**src/rtl/fuzzy_pkg.sv**
```systemverilog
// Shared types and constants for the fuzzy controller defuzzification path.
package fuzzy_pkg;

  localparam int LONGBITS_DEFAULT = 10;
  localparam int DEF_NUM_W = $clog2(LONGBITS_DEFAULT * (LONGBITS_DEFAULT - 1) / 2 + 1);
  localparam int DEF_CNT_W = $clog2(LONGBITS_DEFAULT + 1);
  localparam int DEF_IDX_W = $clog2(LONGBITS_DEFAULT);

  typedef logic [LONGBITS_DEFAULT-1:0] LongBitSum;

  typedef enum logic [1:0] {
    IDLE = 2'd0,
    SCAN = 2'd1,
    DIV  = 2'd2,
    DONE = 2'd3
  } defuzz_state_e;

endpackage

```
**src/rtl/fuzzy_serial_div.sv**
```systemverilog
// Restoring divider, MSB first, one quotient bit per cycle (DVD_W cycles).
// done marks the final iteration; quotient holds the result from the next cycle on.
module fuzzy_serial_div #(
  parameter int DVD_W = 6,
  parameter int DVS_W = 4
) (
  input  logic             clk,
  input  logic             rst_n,
  input  logic             start,
  input  logic [DVD_W-1:0] dividend,
  input  logic [DVS_W-1:0] divisor,
  output logic             done,
  output logic [DVD_W-1:0] quotient
);

  localparam int CW = $clog2(DVD_W + 1);

  logic [DVD_W-1:0] quo_r;
  logic [DVS_W:0]   rem_r;
  logic [DVS_W-1:0] dvs_r;
  logic [CW-1:0]    left_r;
  logic [DVS_W:0]   shifted_s;
  logic [DVS_W:0]   diff_s;
  logic             fits_s;

  // A set top remainder bit already guarantees the trial value exceeds the divisor.
  always_comb begin
    shifted_s = {rem_r[DVS_W-1:0], quo_r[DVD_W-1]};
    diff_s    = shifted_s - {1'b0, dvs_r};
    fits_s    = rem_r[DVS_W] | (shifted_s >= {1'b0, dvs_r});
  end

  assign done     = (left_r == CW'(1));
  assign quotient = quo_r;

  // Dividend shifts out of the top while quotient bits shift in at the bottom.
  always_ff @(posedge clk or negedge rst_n) begin
    if (!rst_n) begin
      quo_r  <= '0;
      rem_r  <= '0;
      dvs_r  <= '0;
      left_r <= '0;
    end else if (start) begin
      quo_r  <= dividend;
      rem_r  <= '0;
      dvs_r  <= divisor;
      left_r <= CW'(DVD_W);
    end else if (left_r != '0) begin
      quo_r  <= {quo_r[DVD_W-2:0], fits_s};
      rem_r  <= fits_s ? diff_s : shifted_s;
      left_r <= left_r - CW'(1);
    end else begin
      quo_r  <= quo_r;
      rem_r  <= rem_r;
      left_r <= left_r;
    end
  end

endmodule

```
**src/rtl/fuzzy_centroid_defuzz.sv**
```systemverilog
// Centroid defuzzifier: serial bit scan then serial divide, valid/ready on both sides.
// Optional FUZZY_DEFUZZ_ROUND_EN switches truncation to round-half-up division.
module fuzzy_centroid_defuzz
  import fuzzy_pkg::*;
#(
  parameter int LongBits_limit = LONGBITS_DEFAULT
) (
  input  logic                      clk,
  input  logic                      rst_n,
  input  logic                      in_valid,
  output logic                      in_ready,
  input  logic [LongBits_limit-1:0] in_z,
  output logic                      out_valid,
  input  logic                      out_ready,
  output logic [$clog2(LongBits_limit)-1:0] out_crisp,
  output logic                      out_empty
);

  localparam int NUM_W = $clog2(LongBits_limit * (LongBits_limit - 1) / 2 + 1);
  localparam int CNT_W = $clog2(LongBits_limit + 1);
  localparam int IDX_W = $clog2(LongBits_limit);

  defuzz_state_e state_r, state_next_s;

  logic [LongBits_limit-1:0] z_r;
  logic [NUM_W-1:0] num_r, num_next_s;
  logic [CNT_W-1:0] cnt_r, cnt_next_s;
  logic [IDX_W-1:0] idx_r;
  logic [IDX_W-1:0] crisp_s;
  logic             accept_s, scan_last_s, div_start_s, div_done_s;
  logic             in_ready_r, out_valid_r, out_empty_r;
  logic [IDX_W-1:0] out_crisp_r;

`ifdef FUZZY_DEFUZZ_ROUND_EN
  localparam int DVD_W = NUM_W + 1;
  logic [DVD_W-1:0] dividend_s;
  assign dividend_s = {1'b0, num_next_s} + DVD_W'(cnt_next_s[CNT_W-1:1]);
`else
  localparam int DVD_W = NUM_W;
  logic [DVD_W-1:0] dividend_s;
  assign dividend_s = num_next_s;
`endif

  logic [DVD_W-1:0] quo_s;

  assign accept_s    = in_valid && in_ready_r;
  assign scan_last_s = (idx_r == IDX_W'(LongBits_limit - 1));
  assign div_start_s = (state_r == SCAN) && scan_last_s && (cnt_next_s != '0);

  // Accumulate index sum and member count for the bit currently scanned.
  always_comb begin
    num_next_s = num_r;
    cnt_next_s = cnt_r;
    if (z_r[idx_r]) begin
      num_next_s = num_r + NUM_W'(idx_r);
      cnt_next_s = cnt_r + CNT_W'(1);
    end else begin
      num_next_s = num_r;
      cnt_next_s = cnt_r;
    end
  end

  fuzzy_serial_div #(
    .DVD_W (DVD_W),
    .DVS_W (CNT_W)
  ) u_div (
    .clk      (clk),
    .rst_n    (rst_n),
    .start    (div_start_s),
    .dividend (dividend_s),
    .divisor  (cnt_next_s),
    .done     (div_done_s),
    .quotient (quo_s)
  );

  // A quotient that cannot be an index would mean corrupted state; clamp it.
  generate
    if (DVD_W > IDX_W) begin : g_sat
      always_comb begin
        if (|quo_s[DVD_W-1:IDX_W]) begin
          crisp_s = IDX_W'(LongBits_limit - 1);
        end else begin
          crisp_s = quo_s[IDX_W-1:0];
        end
      end
    end else begin : g_direct
      assign crisp_s = IDX_W'(quo_s);
    end
  endgenerate

  // State register.
  always_ff @(posedge clk or negedge rst_n) begin
    if (!rst_n) begin
      state_r <= IDLE;
    end else begin
      state_r <= state_next_s;
    end
  end

  // Next-state logic.
  always_comb begin
    state_next_s = state_r;
    case (state_r)
      IDLE: begin
        if (accept_s) state_next_s = SCAN;
        else          state_next_s = IDLE;
      end
      SCAN: begin
        if (!scan_last_s)          state_next_s = SCAN;
        else if (cnt_next_s == '0) state_next_s = DONE;
        else                       state_next_s = DIV;
      end
      DIV: begin
        if (div_done_s) state_next_s = DONE;
        else            state_next_s = DIV;
      end
      DONE: begin
        if (out_valid_r && out_ready) state_next_s = IDLE;
        else                          state_next_s = DONE;
      end
      default: state_next_s = IDLE;
    endcase
  end

  // Scan datapath: the vector is captured once so later input changes are ignored.
  always_ff @(posedge clk or negedge rst_n) begin
    if (!rst_n) begin
      z_r   <= '0;
      num_r <= '0;
      cnt_r <= '0;
      idx_r <= '0;
    end else begin
      case (state_r)
        IDLE: begin
          if (accept_s) begin
            z_r   <= in_z;
            num_r <= '0;
            cnt_r <= '0;
            idx_r <= '0;
          end
        end
        SCAN: begin
          num_r <= num_next_s;
          cnt_r <= cnt_next_s;
          idx_r <= scan_last_s ? '0 : idx_r + IDX_W'(1);
        end
        default: begin
          z_r <= z_r;
        end
      endcase
    end
  end

  // Output registers: result is loaded on the first DONE cycle, then held until taken.
  always_ff @(posedge clk or negedge rst_n) begin
    if (!rst_n) begin
      in_ready_r  <= 1'b1;
      out_valid_r <= 1'b0;
      out_crisp_r <= '0;
      out_empty_r <= 1'b0;
    end else begin
      in_ready_r <= (state_next_s == IDLE);
      if (state_r == DONE && !out_valid_r) begin
        out_valid_r <= 1'b1;
        out_empty_r <= (cnt_r == '0);
        out_crisp_r <= (cnt_r == '0) ? '0 : crisp_s;
      end else if (out_valid_r && out_ready) begin
        out_valid_r <= 1'b0;
      end
    end
  end

  assign in_ready  = in_ready_r;
  assign out_valid = out_valid_r;
  assign out_crisp = out_crisp_r;
  assign out_empty = out_empty_r;

endmodule

```
**config.mk**
```make
export PLATFORM = sky130hd
export DESIGN_NAME = fuzzy_centroid_defuzz
export DESIGN_NICKNAME = d
export VERILOG_FILES = /design/src/rtl/fuzzy_pkg.sv /design/src/rtl/fuzzy_serial_div.sv /design/src/rtl/fuzzy_centroid_defuzz.sv
export SDC_FILE = /design/constraint.sdc
export NUM_CORES = 1
export LEC_CHECK = 0
export CAP_MARGIN = 20
export CORE_ASPECT_RATIO = 0.75
export CORE_MARGIN = 10
export CORE_UTILIZATION = 63
export CTS_CLUSTER_SIZE = 24
export DETAILED_ROUTE_END_ITERATION = 16
export GPL_TIMING_DRIVEN = 0
export PLACE_DENSITY = 0.83
export SLEW_MARGIN = 30
export SYNTH_ARGS = -nofsm -noshare
export SYNTH_HDL_FRONTEND = slang
export SYNTH_SLANG_ARGS = --single-unit
```
**constraint.sdc**
```tcl
create_clock -name clk -period 3.55 [get_ports clk]
set_input_delay 0.5325 -clock clk [delete_from_list [all_inputs] [get_ports clk]]
set_output_delay 0.5325 -clock clk [all_outputs]
set_load 0.02 [all_outputs]
```
==> results.ini <==
[global_routing]
use_met2_pct = 26.71
met1_usage_pct = 23.29
antenna_found_initial = 0
grtUsageMet3_pct = 3.720
grt_max_degree = 30
busiest_layer = met2
overflow = 0
grt_pass1_wl_um = 11230
grt_pass1_vias = 2393
grtUsageTotal_pct = 17.09

[run]
max_cap_violations = 0

[status]
outcome = finished clean

[cts]
clock_sinks = 51
ctsResizeCount = 0
cts_buffers = 5
clk_pin_slew_worst_paths_ns = 0.10
htree_levels = 2
cts_tree = done
cts_hold_buf = 0
cts_setup_buffers = 0
insertion_delay_ns = 0.31
clockBufferDepth = 2
cts-root-buf = clkbuf_8

[setup_path]
r2r-start = idx_r[0]
crit_type = reg -> reg
r2r-end = num_r[4]
reg2reg_slack_ns = 1.01
crit_path_max_incr_delay_ns = 0.52
slowest_stage = a221oi_1
worstPathMaxFanout = 10
path_cells = buf_4 -> mux2i_1 -> a221oi_1 -> a21o_1 -> clkbuf_1 -> a21oi_1 -> o21ai_0 -> o31ai_1
cp-start-kind = register
crit_required_ns = 3.73
reg2regPathDepth = 8
crit_path_end_kind = register
critPathArrivalTime_ns = 2.72

[floorplan]
core_um2 = 4546
die-area_um2 = 7990
start_util_pct = 66.42
die_w_um = 99.94
chipHeight_um = 79.95
rows = 21
ioPinCount = 21

[place]
gp_congestion = 0.8905
port-buffer-count = 20
hpwlAfterDp_um = 5108
dp_cells = 386

[layout]
fillers = 345
nets = 367
final_cells = 394
num_antenna_cells = 0
drive_above_1_share_pct = 10.09
area_delta_synth_final_pct = 12.76
final_util_pct = 74.90

[timing]
clock_skew_ns = 0.01112
final_hold_viol_count = 0
min_period_ns = 2.539
rsz0062_at_grt = no
setup-tns-final_ns = 0
maxSlewViolCount = 0
finalSetupViolCount = 0
post-route-period-util_pct = 71.53
fmax_mhz = 393.8
slew_headroom_pct = 49.18
worst_pin_slew_ns = 0.7582

[drt]
dr.pass1.iters = 5
antenna_left = 0
drt-total-wl_um = 6782
via_count = 2420
via_per_inst = 6.142
drc = 0
drt_iter0_drc = 136
wire_per_inst_um = 17.21

[synthesis]
synth_edf_count = 0
synth-main-ff-cell = dfrtp_1
ys_ff_latch = 51
netlist_area_um2 = 3019
synth.avg_cell_area_um2 = 9.802
yosys_warnings = 0
ys_seq_area_share_pct = 42.31
synthArstFlopShare_pct = 100.0
syn_nets = 339
synth_cells = 308
synth_cell_types = 47

[power]
ir_worst_vdd_mv = 0.4802
p_leak_nw = 1.450
power_density_nw_per_um2 = 835.7

[min_path]
hold_class = in -> async

[flip-flops by register name (all words and copies together) (netlist names)]
register	cells
cnt_r	4
u_div.rem_r	5
z_r	10
u_div.left_r	3
in_ready	1
state_r	2
u_div.quotient	6
num_r	6
u_div.dvs_r	4
out_empty	1
out_valid	1
out_crisp	4
idx_r	4
[metal layers]
layer / wire length (µm) / vias up / part of all wire (%)
met1: 3161 / 1171 / 47
met4: 72 / 0 / 1.1
met2: 3147 / 82 / 46
met5: 0 / - / 0
li1: - / 1159 / -
met3: 401 / 8 / 5.9
[critical path: cells and delay by family (launching register included)]
family,cells,cell delay [ns]
flip-flops,1,0.43
buffers and inverters,2,0.57
AO/OA/AOI/OAI,5,1.25
multiplexers,1,0.16
[stage by stage]
stage               hold slack (ns)  setup slack [ns]  power [mW]  area [µm²]
CTS                          0.1068             1.074       2.841        3405
global placement             0.4513            0.4479       2.414        3291
finish                      0.09938             1.011       2.845        3405
global route                 0.1094            0.7762       3.079        3405
detailed placement           0.4493            0.9191       2.490        3313
floorplan                    0.2369             1.376       2.076        3019
[worst max path at each step]
stage / startpoint / end / slack [ns] / cells past startpoint
after global routing: idx_r[0] / u_div.quotient[2] / 0.78 / 8
after floorplan: idx_r[0] / u_div.quotient[3] / 1.38 / 8
after detailed placement: in_valid / z_r[9] / 0.92 / 5
after CTS: idx_r[0] / num_r[4] / 1.07 / 8
after global placement: rst_n / num_r[1] / 0.45 / 1
final: idx_r[0] / num_r[4] / 1.01 / 8
[where the power goes]
part	internal (mW)	switching, mW
clock	0.142	0.201
sequential	0.814	0.171
combinational	0.641	0.877
total	1.60	1.25
[synthesized netlist by cell type (all sizes together), types with 2 or more instances]
master  number  area, µm²
a21o         5      37.54
clkbuf      11      41.29
dfrtp       50       1251
xnor2        6      52.55
or3          2      12.51
nor2        15      58.81
nand2       28      105.1
a221o        2      20.02
nand3       14      70.07
a21boi       2      15.01
buf          5      32.53
nand3b       2      15.01
mux2        13      146.4
and2         2      12.51
mux2i       20      200.2
o22ai        7      43.79
o31ai        4      30.03
o211ai       3      22.52
o21ai       24      120.1
fa           2      40.04
nor2b        7      43.79
a211oi       3      37.54
nand2b       5      31.28
a32o         2      20.02
a21oi       17      85.08
a22oi        2      15.01
inv         18      67.56
o221ai       2      17.52
nor3b        3      22.52
ha          15      187.7
nand4        2      12.51
xor2         4      35.03
[layout make-up]
class / instances / area (µm²) / area share, %
Sequential cell: 51 / 1277 / 37.52
Tap cell: 57 / 71.32 / 2.095
Clock buffer: 5 / 68.82 / 2.021
Buffer: 16 / 73.82 / 2.168
Inverter: 18 / 67.56 / 1.985
Clock inverter: 3 / 22.52 / 0.6615
Timing Repair Buffer: 21 / 217.7 / 6.395
Multi-Input combinational cell: 223 / 1605 / 47.15
[cell usage in the layout, fill, tap and decap left out, types with 3 or more instances in the layout]
master	instances
nor2_1	14
nor3b_1	3
inv_1	18
a211oi_2	3
nand2_1	28
mux2i_1	20
o22ai_1	7
o211ai_1	3
o21ai_0	24
a21o_1	5
clkbuf_1	11
xnor2_1	6
clkbuf_8	5
mux2_2	13
clkdlybuf4s50_1	19
o31ai_1	4
xor2_1	4
a21oi_1	17
nand3_1	14
nor2b_1	7
dfrtp_1	50
nand2b_1	5
ha_1	15
[cells by family after synthesis]
group,synth area share (%)
AO/OA/AOI/OAI,17.70
flip-flops,42.31
adder cells (fa/ha/maj),7.543
AND/OR/NAND/NOR,13.39
XOR/XNOR,2.901
multiplexers,11.48
buffers and inverters,4.683
Power figures use the tool's default switching activity.
